===== config.mk =====
export PLATFORM = sky130hd
export DESIGN_NAME = demux_stream_nch
export DESIGN_NICKNAME = d
export VERILOG_FILES = /design/src/rtl/demux_stream_pkg.sv /design/src/rtl/demux_ch_buf.sv /design/src/rtl/demux_stream_nch.sv
export SDC_FILE = /design/constraint.sdc
export NUM_CORES = 1
export LEC_CHECK = 0
export BUFFER_PORTS_ARGS = -buffer_cell sky130_fd_sc_hd__buf_2
export CAP_MARGIN = 20
export CORE_MARGIN = 3
export CORE_UTILIZATION = 51
export CTS_CLUSTER_SIZE = 10
export DETAILED_ROUTE_END_ITERATION = 7
export PLACE_DENSITY = 0.79
export SLEW_MARGIN = 20
export SYNTH_ARGS = -nofsm -noshare
export SYNTH_HDL_FRONTEND = slang
export SYNTH_HIERARCHICAL = 1
export SYNTH_SLANG_ARGS = --single-unit

===== constraint.sdc =====
create_clock -name clk -period 3.05 [get_ports clk]
set_input_delay 0.61 -clock clk [delete_from_list [all_inputs] [get_ports clk]]
set_output_delay 0.61 -clock clk [all_outputs]
set_load 0.005 [all_outputs]

===== src/rtl/demux_stream_pkg.sv =====
`default_nettype none
// +--------------------------------------------------------------------+
// | demux_stream_pkg                                                   |
// | Shared constants, channel state type and helpers for the demux.    |
// | Rev 1.0                                                            |
// +--------------------------------------------------------------------+
package demux_stream_pkg;

    localparam logic MODE_ADDR = 1'b0;
    localparam logic MODE_RR   = 1'b1;

    typedef enum logic [0:0] {
        CH_EMPTY = 1'b0,
        CH_FULL  = 1'b1
    } ch_state_t;

    // Address width for a channel count; never narrower than one bit.
    function automatic int calc_aw(input int n);
        return (n <= 2) ? 1 : $clog2(n);
    endfunction

    // Increment that sticks at the all-ones value of a w-bit counter.
    function automatic logic [63:0] sat_inc(input logic [63:0] v, input int w);
        logic [63:0] max_v;
        max_v = (w >= 64) ? {64{1'b1}} : ((64'd1 << w) - 64'd1);
        return (v == max_v) ? v : (v + 64'd1);
    endfunction

endpackage
`default_nettype wire


===== src/rtl/demux_ch_buf.sv =====
`default_nettype none
// +--------------------------------------------------------------------+
// | demux_ch_buf                                                       |
// | One-deep valid/ready holding register for a single output channel.|
// | Rev 1.0                                                            |
// +--------------------------------------------------------------------+
module demux_ch_buf
    import demux_stream_pkg::*;
#(
    parameter int DW = 8
) (
    input  logic          clk,
    input  logic          rst,
    input  logic          load,
    input  logic [DW-1:0] load_data,
    input  logic          out_ready,
    output logic          out_valid,
    output logic [DW-1:0] out_data
);

    ch_state_t     r_state;
    ch_state_t     w_state_next;
    logic [DW-1:0] r_data;

    always_ff @(posedge clk) begin
        if (rst) begin
            r_state <= CH_EMPTY;
            r_data  <= '0;
        end else begin
            r_state <= w_state_next;
            if (load) begin
                r_data <= load_data;
            end
        end
    end

    // A load in the drain cycle keeps the channel full with the new beat.
    always_comb begin
        w_state_next = r_state;
        case (r_state)
            CH_EMPTY: if (load) w_state_next = CH_FULL;
            CH_FULL:  if (out_ready && !load) w_state_next = CH_EMPTY;
            default:  w_state_next = CH_EMPTY;
        endcase
    end

    assign out_valid = (r_state == CH_FULL);
    assign out_data  = r_data;

endmodule
`default_nettype wire


===== src/rtl/demux_stream_nch.sv =====
`default_nettype none
// +--------------------------------------------------------------------+
// | demux_stream_nch                                                   |
// | Registered 1-to-N valid/ready demux, addressed or round-robin.     |
// | Rev 1.0                                                            |
// +--------------------------------------------------------------------+
module demux_stream_nch
    import demux_stream_pkg::*;
#(
    parameter  int NUM_CH = 8,
    parameter  int DW     = 8,
    parameter  int CW     = 16,
    localparam int AW     = calc_aw(NUM_CH)
) (
    input  logic                 clk,
    input  logic                 rst,
    input  logic                 sel,
    input  logic                 mode,
    input  logic [AW-1:0]        addr,
    input  logic                 in_valid,
    output logic                 in_ready,
    input  logic [DW-1:0]        in_data,
    output logic [NUM_CH-1:0]    out_valid,
    input  logic [NUM_CH-1:0]    out_ready,
    output logic [NUM_CH*DW-1:0] out_data,
    output logic [AW-1:0]        cur_ch,
    output logic                 err,
    output logic [CW-1:0]        beat_cnt
);

    localparam logic [AW:0]   c_num_ch  = (AW+1)'(NUM_CH);
    localparam logic [AW-1:0] c_last_ch = AW'(NUM_CH - 1);

    logic [AW-1:0]     r_rr_ptr;
    logic              r_err;
    logic [CW-1:0]     r_beat_cnt;
    logic [AW-1:0]     w_cur_ch;
    logic              w_range_ok;
    logic              w_tgt_full;
    logic              w_tgt_rdy;
    logic              w_accept;
    logic [NUM_CH-1:0] w_load;

    assign w_cur_ch   = (mode == MODE_ADDR) ? addr : r_rr_ptr;
    assign w_range_ok = ({1'b0, w_cur_ch} < c_num_ch);

    // Explicit scan avoids indexing past NUM_CH for out-of-range addresses.
    always_comb begin
        w_tgt_full = 1'b0;
        w_tgt_rdy  = 1'b0;
        for (int k = 0; k < NUM_CH; k++) begin
            if (w_cur_ch == AW'(k)) begin
                w_tgt_full = out_valid[k];
                w_tgt_rdy  = out_ready[k];
            end
        end
    end

    assign in_ready = sel && !rst && (!w_range_ok || !w_tgt_full || w_tgt_rdy);
    assign w_accept = in_valid && in_ready;

    always_ff @(posedge clk) begin
        if (rst) begin
            r_rr_ptr   <= '0;
            r_err      <= 1'b0;
            r_beat_cnt <= '0;
        end else begin
            r_err <= w_accept && !w_range_ok;
            if (w_accept) begin
                r_beat_cnt <= CW'(sat_inc(64'(r_beat_cnt), CW));
                if (mode == MODE_RR) begin
                    r_rr_ptr <= (r_rr_ptr == c_last_ch) ? '0 : r_rr_ptr + AW'(1);
                end
            end
        end
    end

    generate
        for (genvar k = 0; k < NUM_CH; k++) begin : g_ch
            assign w_load[k] = w_accept && w_range_ok && (w_cur_ch == AW'(k));

            demux_ch_buf #(
                .DW(DW)
            ) u_buf (
                .clk       (clk),
                .rst       (rst),
                .load      (w_load[k]),
                .load_data (in_data),
                .out_ready (out_ready[k]),
                .out_valid (out_valid[k]),
                .out_data  (out_data[k*DW +: DW])
            );
        end
    endgenerate

    assign cur_ch   = w_cur_ch;
    assign err      = r_err;
    assign beat_cnt = r_beat_cnt;

endmodule
`default_nettype wire


==> results_dict.tcl <==
set metrics [dict create \
    syn_avg_cell_area_um2 9.71 \
    drt.antenna.violating_nets 0 \
    critical-path-slowest-cell "mux2i_1" \
    crit_path_max_incr_delay_ps 380 \
    port_buffers 115 \
    htree_levels 3 \
    ys_top_cells_by_area "dfxtp_1, mux2i_1, nor2_1" \
    maxCapViolations 0 \
    status "finished, final reports clean" \
    die_x_um 92.6 \
    worstSetupStartpointType "input port" \
    antenna_found_initial 1 \
    powerDensity_nw_per_um2 480 \
    drtIter0Drc 130 \
    setup-tns-final_ps 0 \
    synth_largest_area_cell "dfxtp_1" \
    reg2reg_depth 10 \
    syn_inst 394 \
    rrSetupSlack_ps 690 \
    grt_usage_pct 22.4 \
    placed_cell_area_um2 4450 \
    worstHoldStart "beat_cnt[15]" \
    rows 30 \
    syn_to_final_growth_pct 21.3 \
    cts.sinks 91 \
    cts_resized 0 \
    ir_drop_uv 333 \
    place_congestion 0.822 \
    worstMarginPinSlew_ps 892 \
    final_core_utilization_pct 66.2 \
    grt-ovfl-total 0 \
    coreArea_um2 7020 \
    ys_types 41 \
    timing.rr.end "g_ch[5].u_buf/out_data[2]" \
    grt_pass1_vias 3104 \
    yosysWarnings 6 \
    critPathArrivalTime_ps 2000 \
    final_nets 538 \
    setup.worst_path.class "in -> out" \
    drive_above_1_share_pct 30.0 \
    layout_min_cycle_time_ps 2610 \
    post-route-drc-count 0 \
    wl_mm 9.64 \
    hold_buffers 0 \
    dieArea_um2 8580 \
    insertion_delay_ps 360 \
    wl_per_cell_um 15.7 \
    ys_seq_elements 91 \
    setup_violations 0 \
    clk_pin_slew_ps 90 \
    hpwl_mm 6.78 \
    syn_nets 421 \
    maxSlewHeadroom_pct 40.5 \
    rsz0062_at_grt "false" \
    clock-root-buffer "clkbuf_8" \
    dr.pass1.iters 4 \
    start_util_pct 54.5 \
    syn_area_um2 3830 \
    leakagePower_uw 0.00198 \
    grt_max_degree 92 \
    via_per_inst 5.25 \
    finalWorstSetupSlack_ps 439 \
    hold_viol 0 \
    hold_slack_ps 489 \
    crit_chain "buf_2, mux2i_1, inv_1, a211oi_1, buf_4, nor3_1, buf_2" \
    vias 3214 \
    chipHeight_um 92.6 \
    cp.required_ps 2440 \
    yosysSeqAreaShare_pct 47.6 \
    slew_violations 0 \
    antennaDiodeCount 0 \
    end_kind "output port" \
    cts_tree "yes" \
    clk_path_buf_depth 2 \
    grt_pass1_wl_mm 15.1 \
    hold_end "beat_cnt[15]" \
    r2r_start "r_rr_ptr[0]" \
    dp_slack_ps 181 \
    pin_count 117 \
    cts_setup_buffers 0 \
    finalCritPeriodShare_pct 85.6 \
    cpMostUsedCell "buf_2" \
    final_area_um2 4640 \
    hp-class "reg -> reg" \
    cts_buffers 9 \
    fmax_mhz 383 \
    holdPathStages 2 \
    crit_fanout 6 \
    synth_top_area_share_pct 47.6 \
    fin_worst_skew_ps 8.46 \
]
worst max path at each step:
stage / cells after the start / from / to / slack [ps]
final: 7 / mode / in_ready / 440
after global routing: 11 / mode / g_ch[6].u_buf/out_data[5] / 310
after CTS: 7 / mode / in_ready / 440
after detailed placement: 11 / mode / g_ch[4].u_buf/out_data[5] / 180
after global placement: 11 / mode / g_ch[4].u_buf/out_data[2] / 260
after floorplan: 11 / mode / g_ch[0].u_buf/out_data[0] / 400
critical path, delay by kind of cell:
family	cells	cell delay [ps]
buf+inv	4	670
compound gates	1	260
simple gates	1	60
mux	1	380
power breakdown:
part	internal, uW	switching, uW
sequential	1200	13.8
combinational	72.4	105
clock	387	445
synth_stat cells:
cell       instances
dfxtp_1           91
nor2_1            78
mux2i_1           67
a21oi_1           19
nand2_1           14
nand2b_1          14
inv_1             12
buf_6             10
clkbuf_2           8
nand3_1            7
o21ai_0            7
and3_1             6
or3_1              6
nor2b_1            5
mux2_2             4
nor3_1             4
ha_1               3
nand3b_1           3
nand4b_1           3
nor4_1             3
o31ai_1            3
a211oi_1           2
and3_2             2
clkbuf_1           2
mux2i_4            2
nand4_1            2
or4_1              2
xnor2_1            2
a311oi_1           1
a31o_2             1
a41oi_1            1
and2b_1            1
and4_1             1
buf_4              1
conb_1             1
inv_4              1
o211ai_1           1
o21bai_1           1
o2bb2ai_2          1
o311a_2            1
or4_4              1
cells by family after synthesis:
kind of cell	Yosys count	share of synthesized area [%]
simple gates	152	19.1
flops	91	47.6
mux	73	19.9
compound gates	38	6.15
buf+inv	34	5.72
fa+ha+maj	3	0.981
xor+xnor	2	0.458
other cells	1	0.0980
layout by cell type, fill, tap and decap left out, types with 2 or more instances in the layout:
cell type / n
buf_2: 115
dfxtp_1: 91
nor2_1: 78
mux2i_1: 67
a21oi_1: 19
nand2b_1: 14
nand2_1: 14
inv_1: 12
buf_4: 12
clkbuf_8: 9
nand3_1: 7
o21ai_0: 7
and3_1: 6
or3_1: 6
nor2b_1: 5
mux2_2: 4
nor3_1: 4
nand3b_1: 3
o31ai_1: 3
nor4_1: 3
nand4b_1: 3
ha_1: 3
mux2i_4: 2
a211oi_1: 2
and3_2: 2
xnor2_1: 2
nand4_1: 2
or4_1: 2
inv_6: 2
clkinvlp_4: 2
state kept, by name (all words and copies together), names as in the netlist:
register	cells
r_rr_ptr	3
g_ch.u_buf/out_data	64
beat_cnt	16
g_ch.u_buf/out_valid	8
layout make-up:
type	instances	area, um^2
multi-input cells	269	1790
inverters	13	51.3
clock buffers	10	128
repair buffers	127	666
fillers	615	2370
flip-flops and latches	91	1820
clock inverters	6	71.3
well taps	96	120
routing by layer:
| metal | part of all wire, % | wire [um] | track usage [%] |
|---|---|---|---|
| met1 | 44 | 4190 | 26.9 |
| met2 | 47 | 4500 | 37.7 |
| met4 | 1.7 | 162 | 7.94 |
| met5 | 0.093 | 9 | 0 |
| met3 | 8.0 | 772 | 7.07 |
stage by stage:
stage	power [uW]	cells
finish	2230	612
detailed placement	1420	596
global route	2310	612
global placement	1420	596
CTS	2240	612
floorplan	1350	394
(Power assumes the default switching activity.)
